[src/rtl/misc_pipe_pkg.sv]
// Shared types for the five-stage core's hazard logic: forward-select codes,
// the per-stage destination shadow slot and the hazard controller state.
package misc_pipe_pkg;

    localparam int SLOT_RD_W = 16;

    localparam logic [1:0] FWD_MEM = 2'b00;
    localparam logic [1:0] FWD_WB  = 2'b01;
    localparam logic [1:0] FWD_RF  = 2'b10;
    localparam logic       FWD3_WB = 1'b0;
    localparam logic       FWD3_RF = 1'b1;

    typedef struct packed {
        logic                 valid;
        logic [SLOT_RD_W-1:0] rd;
        logic                 regwrite;
        logic                 memread;
    } pipeSlot_t;

    localparam pipeSlot_t SLOT_EMPTY = '0;

    typedef enum logic [1:0] {
        RUN,
        STALL,
        FREEZE
    } hazState_t;

endpackage

[src/rtl/haz_match.sv]
// Combinational source/slot comparator: flags a live producer of a source register.
// Zero latency, no flow control; register 0 never matches.
module haz_match
    import misc_pipe_pkg::*;
#(
    parameter int REG_W = SLOT_RD_W
)
(
    input  logic             slotValid,
    input  logic [REG_W-1:0] slotRd,
    input  logic             slotWrite,
    input  logic [REG_W-1:0] src,
    input  logic             srcUse,
    output logic             hit
);

    assign hit = slotValid && slotWrite && srcUse && (slotRd == src) && (src != '0);

endmodule

[src/rtl/hazard_controller.sv]
// Hazard controller: registered EX forward selects, combinational stall/bubble/flush/freeze.
// Forwarding network is present only with HAZ_FWD_EN defined; otherwise every RAW dependence stalls.
module hazard_controller
    import misc_pipe_pkg::*;
#(
    parameter int REG_W = 16
)
(
    input  logic             clk,
    input  logic             reset,
    input  logic             id_valid,
    input  logic [REG_W-1:0] id_rs1,
    input  logic [REG_W-1:0] id_rs2,
    input  logic [REG_W-1:0] id_rs3,
    input  logic             id_use1,
    input  logic             id_use2,
    input  logic             id_use3,
    input  logic [REG_W-1:0] id_rd,
    input  logic             id_regwrite,
    input  logic             id_memread,
    input  logic             ex_redirect,
    input  logic             mem_busy,
    output logic             stall_pc,
    output logic             bubble_idex,
    output logic             flush_ifid,
    output logic             freeze,
    output logic [1:0]       fwd1_sel,
    output logic [1:0]       fwd2_sel,
    output logic             fwd3_sel
);

    hazState_t state, nextState, heldState;
    pipeSlot_t exSlot, memSlot, decSlot;

    logic [SLOT_RD_W-1:0] srcIdx [3];
    logic [2:0]           srcUse;
    logic [2:0]           exHit;
    logic [2:0]           memHit;
    logic                 hazard;

    assign srcIdx[0] = SLOT_RD_W'(id_rs1);
    assign srcIdx[1] = SLOT_RD_W'(id_rs2);
    assign srcIdx[2] = SLOT_RD_W'(id_rs3);
    assign srcUse    = {id_use3, id_use2, id_use1} & {3{id_valid}};

    assign decSlot.valid    = id_valid;
    assign decSlot.rd       = SLOT_RD_W'(id_rd);
    assign decSlot.regwrite = id_regwrite;
    assign decSlot.memread  = id_memread;

    for (genvar g = 0; g < 3; g++) begin : gMatch
        haz_match #(.REG_W(SLOT_RD_W)) uExMatch (
            .slotValid (exSlot.valid),
            .slotRd    (exSlot.rd),
            .slotWrite (exSlot.regwrite),
            .src       (srcIdx[g]),
            .srcUse    (srcUse[g]),
            .hit       (exHit[g])
        );
        haz_match #(.REG_W(SLOT_RD_W)) uMemMatch (
            .slotValid (memSlot.valid),
            .slotRd    (memSlot.rd),
            .slotWrite (memSlot.regwrite),
            .src       (srcIdx[g]),
            .srcUse    (srcUse[g]),
            .hit       (memHit[g])
        );
    end

`ifdef HAZ_FWD_EN
    // Store data can only be forwarded from WB, so any EX producer of rs3 costs a cycle.
    assign hazard = ((exHit[0] || exHit[1]) && exSlot.memread) || exHit[2];
`else
    assign hazard = |(exHit | memHit);
`endif

    always_ff @(posedge clk or negedge reset) begin
        if (!reset) begin
            state     <= RUN;
            heldState <= RUN;
        end else begin
            state <= nextState;
            if (mem_busy && state != FREEZE) begin
                heldState <= state;
            end
        end
    end

    always_comb begin
        nextState = state;
        case (state)
            RUN:     if (hazard)  nextState = STALL;
            STALL:   if (!hazard) nextState = RUN;
            FREEZE:  nextState = heldState;
            default: nextState = RUN;
        endcase
        if (ex_redirect) nextState = RUN;
        if (mem_busy)    nextState = FREEZE;
    end

    // Gated by reset so every control drops the instant reset asserts.
    always_comb begin
        stall_pc    = 1'b0;
        bubble_idex = 1'b0;
        flush_ifid  = 1'b0;
        freeze      = 1'b0;
        if (reset) begin
            if (mem_busy) begin
                freeze = 1'b1;
            end else if (ex_redirect) begin
                flush_ifid  = 1'b1;
                bubble_idex = 1'b1;
            end else if (hazard) begin
                stall_pc    = 1'b1;
                bubble_idex = 1'b1;
            end
        end
    end

    // The WB stage is not shadowed: the write-through register file already returns its value.
    always_ff @(posedge clk or negedge reset) begin
        if (!reset) begin
            exSlot  <= SLOT_EMPTY;
            memSlot <= SLOT_EMPTY;
        end else if (!mem_busy) begin
            memSlot <= exSlot;
            exSlot  <= (bubble_idex || !id_valid) ? SLOT_EMPTY : decSlot;
        end
    end

`ifdef HAZ_FWD_EN
    logic [1:0] sel1Next, sel2Next;
    logic       sel3Next;

    always_comb begin
        sel1Next = FWD_RF;
        sel2Next = FWD_RF;
        if (exHit[0] && !exSlot.memread) sel1Next = FWD_MEM;
        else if (memHit[0])              sel1Next = FWD_WB;
        if (exHit[1] && !exSlot.memread) sel2Next = FWD_MEM;
        else if (memHit[1])              sel2Next = FWD_WB;
        sel3Next = memHit[2] ? FWD3_WB : FWD3_RF;
    end

    always_ff @(posedge clk or negedge reset) begin
        if (!reset) begin
            fwd1_sel <= FWD_RF;
            fwd2_sel <= FWD_RF;
            fwd3_sel <= FWD3_RF;
        end else if (!mem_busy && !bubble_idex) begin
            fwd1_sel <= sel1Next;
            fwd2_sel <= sel2Next;
            fwd3_sel <= sel3Next;
        end
    end
`else
    assign fwd1_sel = FWD_RF;
    assign fwd2_sel = FWD_RF;
    assign fwd3_sel = FWD3_RF;
`endif

endmodule

[config.mk]
export PLATFORM = sky130hd
export DESIGN_NAME = hazard_controller
export DESIGN_NICKNAME = d
export VERILOG_FILES = /design/src/rtl/misc_pipe_pkg.sv /design/src/rtl/haz_match.sv /design/src/rtl/hazard_controller.sv
export SDC_FILE = /design/constraint.sdc
export NUM_CORES = 1
export LEC_CHECK = 0
export ABC_AREA = 1
export CORE_MARGIN = 2
export CORE_UTILIZATION = 54
export DETAILED_ROUTE_END_ITERATION = 10
export GPL_TIMING_DRIVEN = 0
export HOLD_SLACK_MARGIN = 0.05
export PLACE_DENSITY = 0.87
export SYNTH_ARGS = -nofsm -noshare
export SYNTH_HDL_FRONTEND = slang
export SYNTH_SLANG_ARGS = --single-unit
export TNS_END_PERCENT = 20
[constraint.sdc]
create_clock -name clk -period 4.5 [get_ports clk]
set_input_delay 0.9 -clock clk [delete_from_list [all_inputs] [get_ports clk]]
set_output_delay 0.9 -clock clk [all_outputs]
set_load 0.01 [all_outputs]
==> results.py, run 1 <==
metrics = {
    "sta": {
        "worst_pin_slew_ns": 0.907,
        "min_period_over_period_pct": 92.1,
        "hold_violations": 0,
        "rsz0062_at_grt": "no",
        "timing.fmax_mhz": 241,
        "finalClockSkew_ns": 0.00772,
        "setup_viol": 0,
        "max_slew_margin_pct": 39.6,
        "worst_slack_ns": 0.355,
        "drv_slew": 0,
        "final.min_clock_period_ns": 4.15,
    },
    "pwr": {
        "power_leakage_nw": 2.28,
        "power.switching_mw": 0.364,
        "p_clk_share_pct": 26.8,
        "swShare_pct": 37.4,
        "power.density_mw_per_mm2": 233,
        "irDropWorstVdd_uv": 200,
        "power_frac_seq_pct": 41.1,
        "p_int_mw": 0.609,
        "power_frac_comb_pct": 32.1,
        "finalPower_mw": 0.974,
    },
    "logic_synthesis": {
        "synth_top_area_share_pct": 32.5,
        "synthCells": 576,
        "ys_seq_area_share_pct": 27.8,
        "syn_area_per_cell_sq_um": 5.62,
        "synth_area_leaders": "nand2_1, dfrtp_1, inv_1, nor2_1, nand4_1",
        "synth_xor_area_share_pct": 5.14,
        "synth_compound_area_share_pct": 5.10,
        "synth_cell_types": 22,
        "synthMuxAreaShare_pct": 0,
        "synth_seq_cells": 36,
        "syn_area_sq_mm": 0.00324,
        "synth_top_family_by_area": "simple AND/OR/NAND/NOR gates",
        "ys_warn_count": 0,
        "synthAdderAreaFrac_pct": 0,
        "yosysTopAreaCell": "nand2_1",
        "synth-simple-area-share_pct": 48.6,
    },
    "clock_network": {
        "cts_setup_buffers": 0,
        "tritoncts": "built",
        "clockBufferDepth": 2,
        "cts_sinks": 36,
        "root_buffer": "clkbuf_8",
        "cts_resized": 0,
        "cts_htree_levels": 2,
        "cts_made_buffers": 5,
        "ctsHoldBuffers": 0,
        "insertion_delay_ns": 0.30,
        "cts.clk_slew.worst_paths_ns": 0.08,
    },
    "critical_path": {
        "crit_buf_inv": 4,
        "cp_top_family": "buffers and inverters",
        "worst_ep_arrival_time_ns": 3.25,
        "worst_setup_path_start_kind": "input pin",
        "crit_slowest_cell": "clkdlybuf4s50_1",
        "criticalPathCategory": "input pin to primary output",
        "crit_chain": "clkdlybuf4s50_1, inv_1, nand2_1, nand2_1, nor2_1, nand2_1, nor2_1, nand3_1, nand2_1, nand2_1, nand3_2, nand2_2, buf_6, nor2_1, clkdlybuf4s50_1",
        "cp_common_cell": "nand2_1",
        "cp.required_ns": 3.60,
        "worstSetupEndpointType": "primary output",
        "cp_slowest_stage_delay_ns": 0.58,
        "crit_fanout": 10,
    },
    "global_route": {
        "antenna_found_initial": 0,
        "grt_usage_pct": 37.2,
        "gr-total-overflow": 0,
        "grt_max_degree": 39,
        "grt_pass1_vias": 3617,
        "grt_pass1_wl_mm": 18.1,
    },
    "placed_design": {
        "dp_hpwl_mm": 9.79,
        "gp_congestion": 0.995,
        "place_ws_ns": 0.409,
        "portBuffers": 75,
    },
    "die": {
        "die_w_microns": 81.4,
        "rows": 28,
        "dieArea_sq_mm": 0.00663,
        "initial_core_util_pct": 55.3,
        "io_pins": 83,
        "die_h_microns": 81.4,
        "core_sq_mm": 0.00585,
    },
    "drt": {
        "dr_total_vias": 3946,
        "viasPerCell": 5.35,
        "drt_wl_total_mm": 11.9,
        "drt_drc_violations_left": 0,
        "postRouteAntennaNets": 0,
        "post_drt_wl_per_cell_microns": 16.1,
        "drt_iter0_markers": 465,
        "first_pass_iters": 5,
    },
    "cells_and_area": {
        "ff_latch_area_sq_um": 901,
        "drive_gt1_share_pct": 6.50,
        "multi_input_area_sq_mm": 0.00192,
        "antenna-diode-count": 0,
        "nNetsFinal": 735,
        "fillers": 551,
        "area.growth.synth_to_final_pct": 29.3,
    },
    "run": {
        "timing.max_cap.violations": 0,
    },
    "worst_hold_path": {
        "min_path_type": "flip-flop to flip-flop",
    },
    "status": {
        "status": "finished clean",
    },
}
## layer usage
layer / wire length [microns] / vias to the layer above / part of all wire [%] / GRT usage, %
met3: 1190 / 34 / 10 / 8.79
li1: - / 1921 / - / -
met2: 5490 / 224 / 46 / 60.2
met1: 4790 / 1767 / 40 / 47.9
met5: 0 / - / 0 / 0
met4: 432 / 0 / 3.6 / 15.1
## logic make-up after synthesis
kind of cell / Yosys count
AO/OA/AOI/OAI: 33
XOR/XNOR: 19
buffers and inverters: 102
flip-flops: 36
other: 2
AND/OR/NAND/NOR: 384
## placed cells by master, fill, tap and decap left out, types with 2 or more instances in the layout
cell type        instances
nor3_1                   5
clkdlybuf4s50_1         74
nor2_1                  48
xor2_1                  17
nor4_1                  12
nand3_2                  2
buf_2                    5
buf_6                    2
conb_1                   5
inv_2                   17
o21ai_0                 27
o21ai_1                  5
xnor2_1                  2
buf_4                    6
nand2_1                280
clkbuf_8                 6
nand4_1                 26
inv_1                   69
nor2_2                   2
dfrtp_1                 36
nand3_1                  8
clkbuf_1                 4
## synth_stat cells
master,instances
a21oi_1,1
buf_2,4
buf_4,6
buf_6,2
clkbuf_1,4
conb_1,2
dfrtp_1,36
inv_1,69
inv_2,17
nand2_1,280
nand2_2,1
nand3_1,8
nand3_2,2
nand4_1,26
nor2_1,48
nor2_2,2
nor3_1,5
nor4_1,12
o21ai_0,27
o21ai_1,5
xnor2_1,2
xor2_1,17
## worst paths after layout
kind                       slack, ns  cells past startpoint          end       start
max                             0.35                     15     stall_pc   id_rs3[8]
min                             0.50                      2   memSlot[1]  memSlot[1]
max reg2reg                     2.58                     14   exSlot[11]  exSlot[10]
min reg2reg                     0.50                      2   memSlot[1]  memSlot[1]
max in group asynchronous       3.20                      1   exSlot[17]       reset
min in group asynchronous       0.71                      1  memSlot[12]       reset
## through the flow
| stage | utilization, % | TNS [ns] | instance area [sq um] | hold slack (ns) | instances |
|---|---|---|---|---|---|
| 6_report | 71.5 | 0 | 4190 | 0.496 | 737 |
| 5_1_grt | 71.5 | 0 | 4190 | 0.518 | 737 |
| 4_1_cts | 71.5 | 0 | 4190 | 0.500 | 737 |
| 3_5_place_dp | 69.9 | 0 | 4090 | 0.478 | 729 |
| 3_3_place_gp | 70.0 | -0.440 | 4090 | 0.461 | 729 |
| 2_1_floorplan | - | 0 | 3250 | 0.446 | 579 |
## registers in the layout (all words and copies together) (netlist names)
name / count
exSlot: 18
memSlot: 18
## power by group through the flow
stage / registers (mW) / logic (mW) / clock network [mW]
finish: 0.400 / 0.313 / 0.261
global route: 0.403 / 0.346 / 0.274
detailed placement: 0.404 / 0.305 / 0
floorplan: 0.388 / 0.163 / 0
global placement: 0.404 / 0.300 / 0
CTS: 0.398 / 0.307 / 0.261
## area by class of cell
cell class,count,share of cell area (%)
repair buffers,75,17.8
multi-input cells,441,45.9
inverters,86,7.71
clock buffers,6,1.97
plain buffers,16,2.45
well taps,75,2.24
clock inverters,2,0.329
flip-flops and latches,36,21.5
## tightest hold or removal path: stages (launching register included)
cell,delay [ns]
dfrtp_1,0.35
nand2_1,0.06
nand2_1,0.06
(Power assumes the default switching activity.)
==> run 2, diff against run 1 <==
- CORE_ASPECT_RATIO: default -> 1.4
==> run 2 against run 1 <==
Effect of this change:
- register-to-register slack improved by 0.10 ns
- final cell count is 0.68% lower
- utilization is 0.18 points higher
- clock skew down 0.0029 ns
- fmax rose by 0.83%
- critical path depth unchanged
- non-clock buffer count is the same
- count of clock-buffer cells in the layout is the same
- global-route usage down 0.68 points
- highest routed layer unchanged
==> results.py, run 2 (synthesis gave the netlist of run 1 again) <==
metrics = {
    "cells_and_area": {
        "nNetsFinal": 735,
        "finalInstanceArea_sq_mm": 0.00418,
        "antenna-diode-count": 0,
        "layout_common_cells": "nand2_1, clkdlybuf4s50_1, inv_1",
        "area.growth.synth_to_final_pct": 28.9,
        "drive_gt1_share_pct": 6.50,
        "reg_top3": "exSlot (18), memSlot (18)",
        "fin_util_pct": 71.7,
        "layout_commonest_cell": "nand2_1",
    },
    "sta": {
        "finalClockSkew_ns": 0.00481,
        "worst_slack_ns": 0.389,
        "drv_slew": 0,
        "timing.fmax_mhz": 243,
        "min_period_over_period_pct": 91.4,
        "final.min_clock_period_ns": 4.11,
        "worst_pin_slew_ns": 0.841,
        "setup_viol": 0,
        "tns_ns": 0,
        "max_slew_margin_pct": 43.9,
        "rsz0062_at_grt": "no",
        "hold_violations": 0,
    },
    "clock_network": {
        "cts_resized": 0,
        "tritoncts": "built",
        "cts_made_buffers": 5,
        "cts_sinks": 36,
        "cts_htree_levels": 2,
        "cts_setup_buffers": 0,
        "ctsHoldBuffers": 0,
        "root_buffer": "clkbuf_8",
        "clockBufferDepth": 2,
        "cts.clk_slew.worst_paths_ns": 0.07,
        "insertion_delay_ns": 0.29,
    },
    "critical_path": {
        "worst_setup_path_start_kind": "input pin",
        "r2r-start": "exSlot[10]",
        "regToRegSetupSlack_ns": 2.68,
        "cp.required_ns": 3.60,
        "criticalPathCategory": "input pin to primary output",
        "reg2regPathDepth": 14,
        "worstSetupEndpointType": "primary output",
        "worst_ep_arrival_time_ns": 3.21,
        "reg2reg_to": "exSlot[8]",
        "crit_fanout": 10,
    },
    "placed_design": {
        "place_ws_ns": 0.439,
        "portBuffers": 75,
        "gp_congestion": 1.09,
        "dp_hpwl_mm": 9.55,
        "placed_area_sq_mm": 0.00408,
    },
    "global_route": {
        "gr-total-overflow": 0,
        "grt_pass1_wl_mm": 18.6,
        "grt_pass1_vias": 3761,
        "antenna_found_initial": 0,
        "grt_max_degree": 39,
        "grt_usage_pct": 36.6,
    },
    "pwr": {
        "power.density_mw_per_mm2": 229,
        "finalPower_mw": 0.956,
        "power_leakage_nw": 2.28,
        "irDropWorstVdd_uv": 213,
    },
    "status": {
        "status": "finished clean",
    },
    "drt": {
        "drt_wl_total_mm": 11.6,
        "drt_drc_violations_left": 0,
        "postRouteAntennaNets": 0,
        "first_pass_iters": 5,
        "viasPerCell": 5.44,
        "post_drt_wl_per_cell_microns": 15.9,
        "dr_total_vias": 3983,
        "drt_iter0_markers": 283,
    },
    "worst_hold_path": {
        "min_delay_path_depth": 2,
        "min-delay-start": "memSlot[1]",
        "min_path_type": "flip-flop to flip-flop",
        "hold_end": "memSlot[1]",
    },
    "die": {
        "rows": 33,
        "dieArea_sq_mm": 0.00664,
        "die_h_microns": 95.6,
        "io_pins": 83,
        "die_w_microns": 69.4,
        "initial_core_util_pct": 55.6,
        "core_sq_mm": 0.00582,
    },
    "run": {
        "timing.max_cap.violations": 0,
    },
}
==> run 2: cell count changes in the layout (fill, tap and decap cells not counted) <==
cell      change
clkinv_2      +1
inv_6         -1
==> run 2: report_power, final <==
| group | switching (mW) | internal, mW |
|---|---|---|
| sequential | 0.0505 | 0.351 |
| clock | 0.122 | 0.122 |
| combinational | 0.177 | 0.133 |
==> run 2: through the flow <==
stage	instances	hold slack, ns
final	732	0.490
after detailed placement	724	0.473
after global placement	724	0.465
after global routing	732	0.514
after CTS	732	0.489
after floorplan	579	0.446
==> run 2: cell type report <==
cell class	instances	area (sq um)
timing repair buffer	75	746
buffer	16	103
sequential	36	901
tap	70	87.6
clock buffer	6	82.6
fill	515	1650
multi-input combinational	441	1920
inverter	86	323
clock inverter	2	10.0
==> run 2: worst max-delay path by stage <==
stage | slack, ns | endpoint | from
4_1_cts | 0.41 | stall_pc | id_valid
5_1_grt | 0.24 | stall_pc | id_valid
3_5_place_dp | 0.44 | stall_pc | id_valid
6_report | 0.39 | stall_pc | id_valid
3_3_place_gp | -0.08 | bubble_idex | reset
2_1_floorplan | 1.76 | stall_pc | id_rs1[7]
==> run 2: layer usage <==
layer  up-vias  routed length (microns)  global-route usage, %
met4         0                      747                   23.0
met2       213                     5790                   64.6
met3        53                      810                   3.38
met1      1790                     4300                   42.7
met5         -                        0                      0
li1       1927                        -                      -
==> run 2: critical path: stages <==
cell and delay [ns]:
clkdlybuf4s50_1 0.59, nand2_1 0.10, inv_1 0.09, nand2_1 0.10, nor2_1 0.10, nand2_1 0.06, nor2_1 0.10, nand3_1 0.07
nand2_1 0.08, nand2_1 0.08, nand3_2 0.10, nand2_2 0.07, buf_6 0.14, nor2_1 0.09, clkdlybuf4s50_1 0.54
==> variant, RTL diff (flow settings as in run 1) <==
`REG_W`: 16 -> 12.
--- a/src/rtl/hazard_controller.sv
+++ b/src/rtl/hazard_controller.sv
@@ -3,7 +3,7 @@
 module hazard_controller
     import misc_pipe_pkg::*;
 #(
-    parameter int REG_W = 16
+    parameter int REG_W = 12
 )
 (
     input  logic             clk,
Ports: changed (resized id_rd, id_rs1, id_rs2 and id_rs3); port bits go from 83 to 67. No check against the original RTL was run, so the function may have changed too.
==> variant against run 1 <==
  * Sequential share of layout area hardly changed
  * Count of clock-buffer cells in the layout is 2 lower
  * Sequential cell count is 8 lower
  * First-iteration DRC count is 38% lower
  * Routed wire length is 31% lower
  * Combinational power is 24% lower
  * Total power is 27% lower
  * Area after synthesis is 22% lower
  * Design area is 22% lower
  * Worst setup slack better by 0.091 ns
  * Critical path type unchanged
  * Critical endpoint unchanged
==> variant: results (changes against run 1) <==
fillers 411 (-25%); # clk buffers 4 (-2); DP Wirelength 6836 um (-30%); drt via density 5.366 (+0.22%); worst setup path start id_rs1[11]; Synth Area in Compound Gates 5.138% (+0.038 points); P_seq 309 uW (-23%); Comb group 237 uW (-24%); Synth-to-Final Area Change 28.31%; met3 usage 2.639% (-6.2 points); clock tree sinks 28 (-22%); non-clock buffer area fraction after layout 20.60% (+0.33 points); Multi-input gate area 0.001508 mm2 (-22%); Yosys cell types 20 (-9.1%); layout cells sized above 1 6.095% (-0.40 points); crit-path max cell delay 0.56 ns (-0.02 ns); reg2reg start memSlot[3]; Tightest Pin Transition 0.6959 ns (-0.2108 ns); port bufs 59 (-21%); Clock Path Buffers 2 (unchanged); CP max stage cell nor4_1; invs w/o clock 67 (-22%); Synth Area in XOR/XNOR 3.113% (-2.0 points); status complete, no violations; placer congestion estimate 1.028 (+3.3%); placed cell areas 0.003199 mm2 (-22%); Avg Inst Size Synth 5.517 um2 (-1.9%); CP delay by family, top simple AND/OR/NAND/NOR gates; DRT Wirelength 8197 um (-31%); min Tclk post-route 4.055 ns (-0.09060 ns); Total GRT Usage 32.83% (-4.4 points); GR Util met2 57.29% (-3.0 points); clock slew at reported path FFs 0.10 ns (+0.02 ns); htree depth 1 (-1); Reg area 700.7 um2 (-22%); switching power 257.2 uW (-29%); P_leak 0.001759 uW (-23%); Mapped Cells 459 (-20%); number of CTS-inserted buffers 3 (-2); placed instance count 573 (-21%); post-route insts no fill 577 (-22%); VDD IR max 0.1852 mV (-7.5%); clock network area share 1.694% (-0.61 points); Clk. pwr 167 uW (-36%); DRT iter0 DRCs 287 (-38%); post-place setup slack -0.1237 ns (-0.5327 ns); #MultiIn Comb 354 (-20%); Clock Skew 0.002935 ns (-0.004785 ns); Non-clock buffers 72 (-21%); crit path DAT 3.15 ns (-0.10 ns); met1 usage 42.92% (-4.9 points); r2r setup slk 2.73 ns (+0.15 ns); synth top area cells nand2_1 (35%), dfrtp_1 (28%), inv_1 (7.7%), nor2_1 (5.6%), nand4_1 (4.4%); number of global-route vias before repair 2839 (-22%); sequential fraction of the synthesis area 27.67% (-0.15 points); final setup margin 0.4454 ns (+0.09060 ns)
-- variant: cell count changes after synthesis, moves of 4 or more --
cell     delta
nand3_1     +4
nor2_1     -10
xnor2_1     +7
inv_1      -17
nor3_1      -5
nand2_1    -47
nand4_1     -8
xor2_1     -17
o21ai_0     -7
dfrtp_1     -8
-- variant: tightest hold or removal path: cells and delay by family, from the launching register on --
kind | cells | cell delay (ns)
flops | 1 | 0.38
simple gates | 2 | 0.12
-- variant: metal layers --
layer | vias up | share of wire, %
met3 | 19 | 7.9
li1 | 1533 | -
met5 | - | 0
met4 | 0 | 3.0
met1 | 1390 | 41
met2 | 154 | 48
-- variant: timing repair --
action                     in CTS  in global routing
buffers inserted                0                  0
resized for setup               1                  0
hold buffers                    0                  0
setup endpoints to repair       3                  0
-- variant: path summary, 6_finish.rpt --
check                              to  cells past startpoint
max in group asynchronous  memSlot[6]                      1
max reg2reg                exSlot[13]                     14
min                        memSlot[1]                      2
min reg2reg                memSlot[1]                      2
min in group asynchronous   exSlot[4]                      1
max                          stall_pc                      9
